--- config.mk ---
export PLATFORM = sky130hd
export DESIGN_NAME = ysyx_25040111_arbiter_n_flat
export DESIGN_NICKNAME = d
export VERILOG_FILES = /design/src/rtl/ysyx_25040111_arbiter_n_if.sv /design/src/rtl/ysyx_25040111_arbiter_n.sv /design/src/flat_wrapper.sv
export SDC_FILE = /design/constraint.sdc
export NUM_CORES = 1
export LEC_CHECK = 0
export ABC_AREA = 1
export CORE_AREA = 3 3 130 132
export CTS_BUF_LIST = sky130_fd_sc_hd__clkbuf_8
export CTS_CLUSTER_DIAMETER = 30
export DETAILED_ROUTE_END_ITERATION = 12
export DIE_AREA = 0 0 133 135
export PLACE_DENSITY = 0.74
export SYNTH_ARGS = -nofsm -noshare
export SYNTH_HDL_FRONTEND = slang
export SYNTH_SLANG_ARGS = --single-unit
--- constraint.sdc ---
create_clock -name clock -period 4.15 [get_ports clock]
set_input_delay 0.83 -clock clock [delete_from_list [all_inputs] [get_ports clock]]
set_output_delay 0.83 -clock clock [all_outputs]
set_load 0.005 [all_outputs]
--- src/rtl/ysyx_25040111_arbiter_n_if.sv ---
// ysyx_25040111_arbiter_n_if
// Bundles the request side (N channels) and the LSU side of the arbiter.
//   master modport : the arbiter's view (takes channel requests, drives LSU)
//   slave  modport : the environment's view (requesters + LSU)
// Channel-indexed fields are flattened: channel i lives at [i*W +: W].
interface ysyx_25040111_arbiter_n_if #(
  parameter int NCH = 2,
  parameter int AW  = 32,
  parameter int DW  = 32
);
  // channel request side
  logic [NCH-1:0]    req_valid;
  logic [NCH-1:0]    req_ready;
  logic [NCH-1:0]    req_write;
  logic [NCH*AW-1:0] req_addr;
  logic [NCH*DW-1:0] req_wdata;
  logic [NCH*2-1:0]  req_mask;
  logic [NCH-1:0]    req_rsign;
  logic [NCH*8-1:0]  req_rlen;
  logic [DW-1:0]     resp_data;
  logic [NCH-1:0]    resp_beat;
  // LSU read port
  logic              lsu_rvalid;
  logic              lsu_rready;
  logic [AW-1:0]     lsu_raddr;
  logic [7:0]        lsu_rlen;
  logic [1:0]        lsu_rmask;
  logic              lsu_rsign;
  logic              lsu_burst;
  logic [DW-1:0]     lsu_rdata;
  // LSU write port
  logic              lsu_wvalid;
  logic              lsu_wready;
  logic [AW-1:0]     lsu_waddr;
  logic [DW-1:0]     lsu_wdata;
  logic [1:0]        lsu_wmask;

  modport master (
    input  req_valid, req_write, req_addr, req_wdata, req_mask, req_rsign, req_rlen,
    output req_ready, resp_data, resp_beat,
    output lsu_rvalid, lsu_raddr, lsu_rlen, lsu_rmask, lsu_rsign, lsu_burst,
    input  lsu_rready, lsu_rdata,
    output lsu_wvalid, lsu_waddr, lsu_wdata, lsu_wmask,
    input  lsu_wready
  );

  modport slave (
    output req_valid, req_write, req_addr, req_wdata, req_mask, req_rsign, req_rlen,
    input  req_ready, resp_data, resp_beat,
    input  lsu_rvalid, lsu_raddr, lsu_rlen, lsu_rmask, lsu_rsign, lsu_burst,
    output lsu_rready, lsu_rdata,
    input  lsu_wvalid, lsu_waddr, lsu_wdata, lsu_wmask,
    output lsu_wready
  );
endinterface

--- src/rtl/ysyx_25040111_arbiter_n.sv ---
// ysyx_25040111_arbiter_n
// N-channel arbiter in front of the single LSU read/write port. One request
// is latched at a time (fixed priority or round-robin), then either a read
// burst of rlen+1 beats or a single write is carried out on the LSU.
//   clock : system clock
//   reset : synchronous, active-low
//   bus   : request channels + LSU port (master modport)
module ysyx_25040111_arbiter_n #(
  parameter int NCH     = 2,
  parameter int AW      = 32,
  parameter int DW      = 32,
  parameter int RR_MODE = 0
) (
  input  logic                      clock,
  input  logic                      reset,
  ysyx_25040111_arbiter_n_if.master bus
);
  localparam int CW = (NCH > 1) ? $clog2(NCH) : 1;

  typedef enum logic [1:0] {IDLE = 2'd0, RD = 2'd1, WR = 2'd2} state_t;

  state_t        state_reg, state_next;
  logic [CW-1:0] g_reg, g_next;
  logic [CW-1:0] ptr_reg, ptr_next;
  logic [AW-1:0] addr_reg, addr_next;
  logic [DW-1:0] wdata_reg, wdata_next;
  logic [1:0]    mask_reg, mask_next;
  logic          rsign_reg, rsign_next;
  logic [7:0]    rlen_reg, rlen_next;
  logic [7:0]    cnt_reg, cnt_next;

  // per-channel views of the flattened request fields
  logic [AW-1:0] addr_ch  [NCH];
  logic [DW-1:0] wdata_ch [NCH];
  logic [1:0]    mask_ch  [NCH];
  logic [7:0]    rlen_ch  [NCH];

  genvar gi;
  generate
    for (gi = 0; gi < NCH; gi++) begin : g_unpack
      assign addr_ch[gi]  = bus.req_addr[gi*AW +: AW];
      assign wdata_ch[gi] = bus.req_wdata[gi*DW +: DW];
      assign mask_ch[gi]  = bus.req_mask[gi*2 +: 2];
      assign rlen_ch[gi]  = bus.req_rlen[gi*8 +: 8];
    end
  endgenerate

  // Winner search: scan NCH slots starting at ptr (round-robin) or at 0
  // (fixed priority); the first valid slot wins. idx carries one extra bit
  // so ptr+k can exceed NCH-1 before being folded back.
  logic          found;
  logic [CW-1:0] win;
  logic [CW:0]   idx;

  always_comb begin
    found = 1'b0;
    win   = '0;
    idx   = '0;
    for (int k = 0; k < NCH; k++) begin
      if (RR_MODE != 0) idx = {1'b0, ptr_reg} + (CW+1)'(k);
      else              idx = (CW+1)'(k);
      if (idx >= (CW+1)'(NCH)) idx = idx - (CW+1)'(NCH);
      if (!found && bus.req_valid[idx[CW-1:0]]) begin
        found = 1'b1;
        win   = idx[CW-1:0];
      end
    end
  end

  always_ff @(posedge clock) begin
    if (!reset) begin
      state_reg <= IDLE;
      g_reg     <= '0;
      ptr_reg   <= '0;
      addr_reg  <= '0;
      wdata_reg <= '0;
      mask_reg  <= '0;
      rsign_reg <= 1'b0;
      rlen_reg  <= '0;
      cnt_reg   <= '0;
    end else begin
      state_reg <= state_next;
      g_reg     <= g_next;
      ptr_reg   <= ptr_next;
      addr_reg  <= addr_next;
      wdata_reg <= wdata_next;
      mask_reg  <= mask_next;
      rsign_reg <= rsign_next;
      rlen_reg  <= rlen_next;
      cnt_reg   <= cnt_next;
    end
  end

  always_comb begin
    state_next     = state_reg;
    g_next         = g_reg;
    ptr_next       = ptr_reg;
    addr_next      = addr_reg;
    wdata_next     = wdata_reg;
    mask_next      = mask_reg;
    rsign_next     = rsign_reg;
    rlen_next      = rlen_reg;
    cnt_next       = cnt_reg;
    bus.req_ready  = '0;
    bus.resp_beat  = '0;
    bus.lsu_rvalid = 1'b0;
    bus.lsu_wvalid = 1'b0;

    case (state_reg)
      IDLE: begin
        if (found) begin
          g_next     = win;
          addr_next  = addr_ch[win];
          wdata_next = wdata_ch[win];
          mask_next  = mask_ch[win];
          rsign_next = bus.req_rsign[win];
          rlen_next  = rlen_ch[win];
          cnt_next   = '0;
          if (RR_MODE != 0)
            ptr_next = (win == CW'(NCH-1)) ? '0 : win + CW'(1);
          state_next = bus.req_write[win] ? WR : RD;
        end
      end
      RD: begin
        bus.lsu_rvalid = 1'b1;
        if (bus.lsu_rready) begin
          bus.resp_beat[g_reg] = 1'b1;
          if (cnt_reg == rlen_reg) begin
            // last beat: counter parks at 0 instead of wrapping past rlen
            bus.req_ready[g_reg] = 1'b1;
            cnt_next             = '0;
            state_next           = IDLE;
          end else begin
            cnt_next = cnt_reg + 8'd1;
          end
        end
      end
      WR: begin
        bus.lsu_wvalid = 1'b1;
        if (bus.lsu_wready) begin
          bus.req_ready[g_reg] = 1'b1;
          state_next           = IDLE;
        end
      end
      default: state_next = IDLE;
    endcase
  end

  assign bus.resp_data = bus.lsu_rdata;
  assign bus.lsu_raddr = addr_reg;
  assign bus.lsu_rlen  = rlen_reg;
  assign bus.lsu_rmask = mask_reg;
  assign bus.lsu_rsign = rsign_reg;
  assign bus.lsu_burst = (rlen_reg != 8'd0);
  assign bus.lsu_waddr = addr_reg;
  assign bus.lsu_wdata = wdata_reg;
  assign bus.lsu_wmask = mask_reg;
endmodule

--- src/flat_wrapper.sv ---
// flat-port wrapper written by rule: the top's interface ports become plain ports
module ysyx_25040111_arbiter_n_flat 
#(
  parameter int NCH     = 2,
  parameter int AW      = 32,
  parameter int DW      = 32,
  parameter int RR_MODE = 0
)
  (clock, reset, bus_req_valid, bus_req_write, bus_req_addr, bus_req_wdata, bus_req_mask, bus_req_rsign, bus_req_rlen, bus_req_ready, bus_resp_data, bus_resp_beat, bus_lsu_rvalid, bus_lsu_raddr, bus_lsu_rlen, bus_lsu_rmask, bus_lsu_rsign, bus_lsu_burst, bus_lsu_rready, bus_lsu_rdata, bus_lsu_wvalid, bus_lsu_waddr, bus_lsu_wdata, bus_lsu_wmask, bus_lsu_wready);
  ysyx_25040111_arbiter_n_if #(.NCH(NCH), .AW(AW), .DW(DW)) bus_i ();
  input  logic clock;
  input  logic reset;
  input wire logic [$bits(bus_i.req_valid)-1:0] bus_req_valid;
  input wire logic [$bits(bus_i.req_write)-1:0] bus_req_write;
  input wire logic [$bits(bus_i.req_addr)-1:0] bus_req_addr;
  input wire logic [$bits(bus_i.req_wdata)-1:0] bus_req_wdata;
  input wire logic [$bits(bus_i.req_mask)-1:0] bus_req_mask;
  input wire logic [$bits(bus_i.req_rsign)-1:0] bus_req_rsign;
  input wire logic [$bits(bus_i.req_rlen)-1:0] bus_req_rlen;
  output wire logic [$bits(bus_i.req_ready)-1:0] bus_req_ready;
  output wire logic [$bits(bus_i.resp_data)-1:0] bus_resp_data;
  output wire logic [$bits(bus_i.resp_beat)-1:0] bus_resp_beat;
  output wire logic [$bits(bus_i.lsu_rvalid)-1:0] bus_lsu_rvalid;
  output wire logic [$bits(bus_i.lsu_raddr)-1:0] bus_lsu_raddr;
  output wire logic [$bits(bus_i.lsu_rlen)-1:0] bus_lsu_rlen;
  output wire logic [$bits(bus_i.lsu_rmask)-1:0] bus_lsu_rmask;
  output wire logic [$bits(bus_i.lsu_rsign)-1:0] bus_lsu_rsign;
  output wire logic [$bits(bus_i.lsu_burst)-1:0] bus_lsu_burst;
  input wire logic [$bits(bus_i.lsu_rready)-1:0] bus_lsu_rready;
  input wire logic [$bits(bus_i.lsu_rdata)-1:0] bus_lsu_rdata;
  output wire logic [$bits(bus_i.lsu_wvalid)-1:0] bus_lsu_wvalid;
  output wire logic [$bits(bus_i.lsu_waddr)-1:0] bus_lsu_waddr;
  output wire logic [$bits(bus_i.lsu_wdata)-1:0] bus_lsu_wdata;
  output wire logic [$bits(bus_i.lsu_wmask)-1:0] bus_lsu_wmask;
  input wire logic [$bits(bus_i.lsu_wready)-1:0] bus_lsu_wready;
  assign bus_i.req_valid = bus_req_valid;
  assign bus_i.req_write = bus_req_write;
  assign bus_i.req_addr = bus_req_addr;
  assign bus_i.req_wdata = bus_req_wdata;
  assign bus_i.req_mask = bus_req_mask;
  assign bus_i.req_rsign = bus_req_rsign;
  assign bus_i.req_rlen = bus_req_rlen;
  assign bus_req_ready = bus_i.req_ready;
  assign bus_resp_data = bus_i.resp_data;
  assign bus_resp_beat = bus_i.resp_beat;
  assign bus_lsu_rvalid = bus_i.lsu_rvalid;
  assign bus_lsu_raddr = bus_i.lsu_raddr;
  assign bus_lsu_rlen = bus_i.lsu_rlen;
  assign bus_lsu_rmask = bus_i.lsu_rmask;
  assign bus_lsu_rsign = bus_i.lsu_rsign;
  assign bus_lsu_burst = bus_i.lsu_burst;
  assign bus_i.lsu_rready = bus_lsu_rready;
  assign bus_i.lsu_rdata = bus_lsu_rdata;
  assign bus_lsu_wvalid = bus_i.lsu_wvalid;
  assign bus_lsu_waddr = bus_i.lsu_waddr;
  assign bus_lsu_wdata = bus_i.lsu_wdata;
  assign bus_lsu_wmask = bus_i.lsu_wmask;
  assign bus_i.lsu_wready = bus_lsu_wready;
  ysyx_25040111_arbiter_n #(.NCH(NCH), .AW(AW), .DW(DW), .RR_MODE(RR_MODE)) u_core (.clock(clock), .reset(reset), .bus(bus_i));
endmodule
After elaboration in Yosys (flattened, before gate mapping)

Cells that the tools add are included.
W data, S select, Z words.

Flip-flop bits (word level): 86
Input bits: 190
Output and inout bits: 148
Logic and storage cells: 69

Add/sub/neg operators: 1
Magnitude comparators: 4
Eq/ne operators: 7
Mux-type cells: 39
Bitwise logic cells: 1
Reduce and logical (&&, ||, !) cells: 9

Operator list:

| cell                  | count |
|---|---|
| $mux W32              | 6 |
| $mux W8               | 6 |
| $mux W2               | 13 |
| $pmux W8 S2           | 1 |
| $mux W1               | 10 |
| $add A8 B1 Y8 const B | 1 |
| $eq A8 B8 Y1          | 1 |
| $reduce_bool A8 Y1    | 1 |
| $pmux W2 S3           | 1 |
| $lt A1 B2 Y1 const B  | 2 |
| $ne A2 B1 Y1 const B  | 2 |
| $ne A2 B2 Y1 const B  | 2 |
| $pmux W2 S2           | 1 |
| $reduce_and A4 Y1     | 1 |
| $reduce_and A3 Y1     | 1 |
| $eq A2 B1 Y1 const B  | 1 |
| $eq A2 B2 Y1 const B  | 1 |
| $ge A2 B2 Y1 const B  | 1 |
| $logic_and A1 B1 Y1   | 2 |
| $logic_not A2 Y1      | 1 |
| $not A1 Y2            | 1 |
| $reduce_and A2 Y1     | 1 |
| $reduce_bool A2 Y1    | 1 |
| $demux W1 S1          | 1 |
| 2 further kinds       | 2 |

Depth between registers and ports, before layout

Depth in word-level cells: 9
Gate-level depth with buffers: 12
Depth with buffers taken out: 12

Least setup slack after synthesis

No wires, ideal clock.

Path type: input -> output
Start point: input bus_lsu_rready
End point: output bus_req_ready[0]
Arrival time: 1.199 ns
Required time: 3.320 ns
Path slack: 2.121 ns
Stages: 4
Path buffers: 0
Path through: nand2_1 o21ai_0 inv_1 nor2_1

Longest elaborated chain between the ends: 2

RTL lines:

| what        | RTL line                       | source |
|---|---|---|
| from (decl) | flat_wrapper.sv:29             | `input wire logic [$bits(bus_i.lsu_rready)-1:0] bus_lsu_rready;` |
| $mux W2     | ysyx_25040111_arbiter_n.sv:126 | `if (bus.lsu_rready) begin` |
| $pmux W2 S2 | ysyx_25040111_arbiter_n.sv:109 | `case (state_reg)` |
| to (decl)   | flat_wrapper.sv:20             | `output wire logic [$bits(bus_i.req_ready)-1:0] bus_req_ready;` |

Every way passes these cells.

Worst setup path in the final report

Same ends and word-level chain as after synthesis.

==> results_dict.tcl <==
set metrics [dict create \
    status "complete, no violations" \
    diodes 0 \
    start_kind "input pin" \
    cp_max_fo 3 \
    synth.top_cell.area_share_pct 39.4 \
    die_w_um 133 \
    first_global_vias 4757 \
    std_cell_rows 46 \
    power_density_mw_per_mm2 562 \
    ir_drop_mv 0.273 \
    grt_max_degree 46 \
    finalSetupViolations 0 \
    final_cell_mix "clkdlybuf4s50_1, a21oi_1, nand2_1" \
    fmax_mhz 322 \
    cts_tree "built" \
    syn_inst 605 \
    relSlewSlack_pct 46.5 \
    n_fill_cell 1591 \
    dieArea_mm2 0.0180 \
    cts_max_path_buffers 2 \
    dr.pass1.iters 4 \
    ys_types 23 \
    fp.dieH_um 135 \
    grt_use_total_pct 16.6 \
    crit_type "in -> out" \
    busiest_layer "met2" \
    antenna_found_initial 0 \
    synthFlopType "dfxtp_1" \
    use_met1_pct 19.5 \
    coreArea_mm2 0.0158 \
    synth_area_per_cell_um2 7.22 \
    pre_cts_ws_ns 1.05 \
    initial_core_util_pct 27.6 \
    via_per_inst 4.69 \
    clock_sinks 86 \
    use_met2_pct 27.7 \
    synth_edf_count 0 \
    final_common_cell "clkdlybuf4s50_1" \
    syn2layout_area_growth_pct 59.8 \
    drv_slew 0 \
    worst_slack_ns 1.05 \
    globalRouteOverflowTotal 0 \
    syn-num-nets 799 \
    ios 338 \
    cts-resized-gates 0 \
    ys_seq_area_share_pct 39.4 \
    synthTopCellsByArea "dfxtp_1, a21oi_1, buf_4" \
    dp_hpwl_um 11400 \
    cts-buffers-inserted 9 \
    ys_ff_latch 86 \
    postCtsSetupRepairBufs 0 \
    gp_congestion 0.751 \
    rsz0062_at_grt "false" \
    clk_pin_slew_ns 0.09 \
    dr.first_iter.drc_count 243 \
    period_share_pct 74.7 \
    synth.cell_area_mm2 0.00437 \
    wl_um 15600 \
    h-tree-depth 3 \
    yosysWarningCount 0 \
    async_flop_share_pct 0 \
    via_count 4747 \
    tightest_slew_ns 0.802 \
    yosys.area.top_type "dfxtp_1" \
    worstSetupEndpointType "output pin" \
    grt_pass1_wl_um 24100 \
    nNetsFinal 986 \
    required_ns 3.32 \
    fin_setup_tns_ns 0 \
    grtUsageMet3_pct 6.00 \
    port_buffers 273 \
    hold_class "reg -> reg" \
    drc 0 \
    cp.arrival_ns 2.27 \
    antenna_left 0 \
    final_layout_size_suffix_gt1_share_pct 4.27 \
    cap_viol_max_count 0 \
    avgRoutedWirePerCell_um 15.4 \
    hold_viol 0 \
    clk_latency_ns 0.36 \
    min_period_ns 3.10 \
    postCtsHoldBufs 0 \
    power_mw 3.93 \
    leakagePower_nw 2.58 \
    finClkSkew_ns 0.0101 \
    root_buffer "clkbuf_8" \
]
cells by family after synthesis:
logic type / after synthesis / share of synthesized area [%]
AO/OA/AOI/OAI: 229 / 26.6
AND/OR/NAND/NOR: 152 / 13.9
buffers and inverters: 124 / 16.9
flip-flops: 86 / 39.4
XOR/XNOR: 10 / 2.00
adder cells (fa/ha/maj): 4 / 1.15
where the power goes:
| group | total [mW] | switching [mW] | internal, mW |
|---|---|---|---|
| sequential | 1.31 | 0.206 | 1.10 |
| combinational | 2.05 | 0.954 | 1.09 |
| clock | 0.567 | 0.318 | 0.249 |
| total | 3.93 | 1.48 | 2.45 |
final timing paths:
check	start	endpoint	slack [ns]	cells past startpoint
worst max-delay path	bus_lsu_rready	bus_req_ready[0]	1.05	6
worst min-delay path	u_core.bus.lsu_wdata[27]$_SDFFE_PN0P_	u_core.bus.lsu_wdata[27]$_SDFFE_PN0P_	0.52	2
worst max register to register	u_core.state_reg[0]$_SDFFE_PN0P_	u_core.bus.lsu_raddr[12]$_SDFFE_PN0P_	2.18	7
worst min register to register	u_core.bus.lsu_wdata[27]$_SDFFE_PN0P_	u_core.bus.lsu_wdata[27]$_SDFFE_PN0P_	0.52	2
stage by stage:
stage	cell area, um^2	hold WS [ns]	std cells	util [%]
floorplan	4370	0.466	605	-
global placement	6800	0.494	997	42.9
detailed placement	6800	0.506	997	42.9
CTS	6980	0.521	1013	44.1
global route	6980	0.545	1013	44.1
finish	6980	0.520	1013	44.1
worst max-delay path, cell delays in order:
cell             delay, ns
clkdlybuf4s50_1       0.49
nand2_1               0.10
o21ai_0               0.18
inv_1                 0.07
nor2_1                0.09
clkdlybuf4s50_1       0.50
final cells by class:
cell class,count,area (um^2),share of cell area (%)
clock buffer,11,151,2.17
timing repair buffer,282,2820,40.4
tap,216,270,3.87
clock inverter,5,33.8,0.484
multi-input combinational,395,1920,27.5
inverter,18,67.6,0.968
sequential,86,1720,24.7
synthesized netlist by cell type, types with 2 or more instances:
cell type and count:
nand4_1 2, inv_1 15, nor2_1 19, buf_2 15, nand2_1 119, nor4_1 2, ha_1 4, o21ai_0 61
xnor2_1 6, buf_4 68, nor2_4 2, nand3_1 5, xor2_1 4, o21ai_1 13, dfxtp_1 86, inv_2 3
a21oi_1 151, clkbuf_1 23, a221oi_1 3
per-layer routing:
layer  share of wire, %  vias up
met4                2.1        0
met2                 47      197
met3                8.5       26
met1                 42     2190
met5                  0        -
li1                   -     2334
Power figures use the tool's default switching activity.
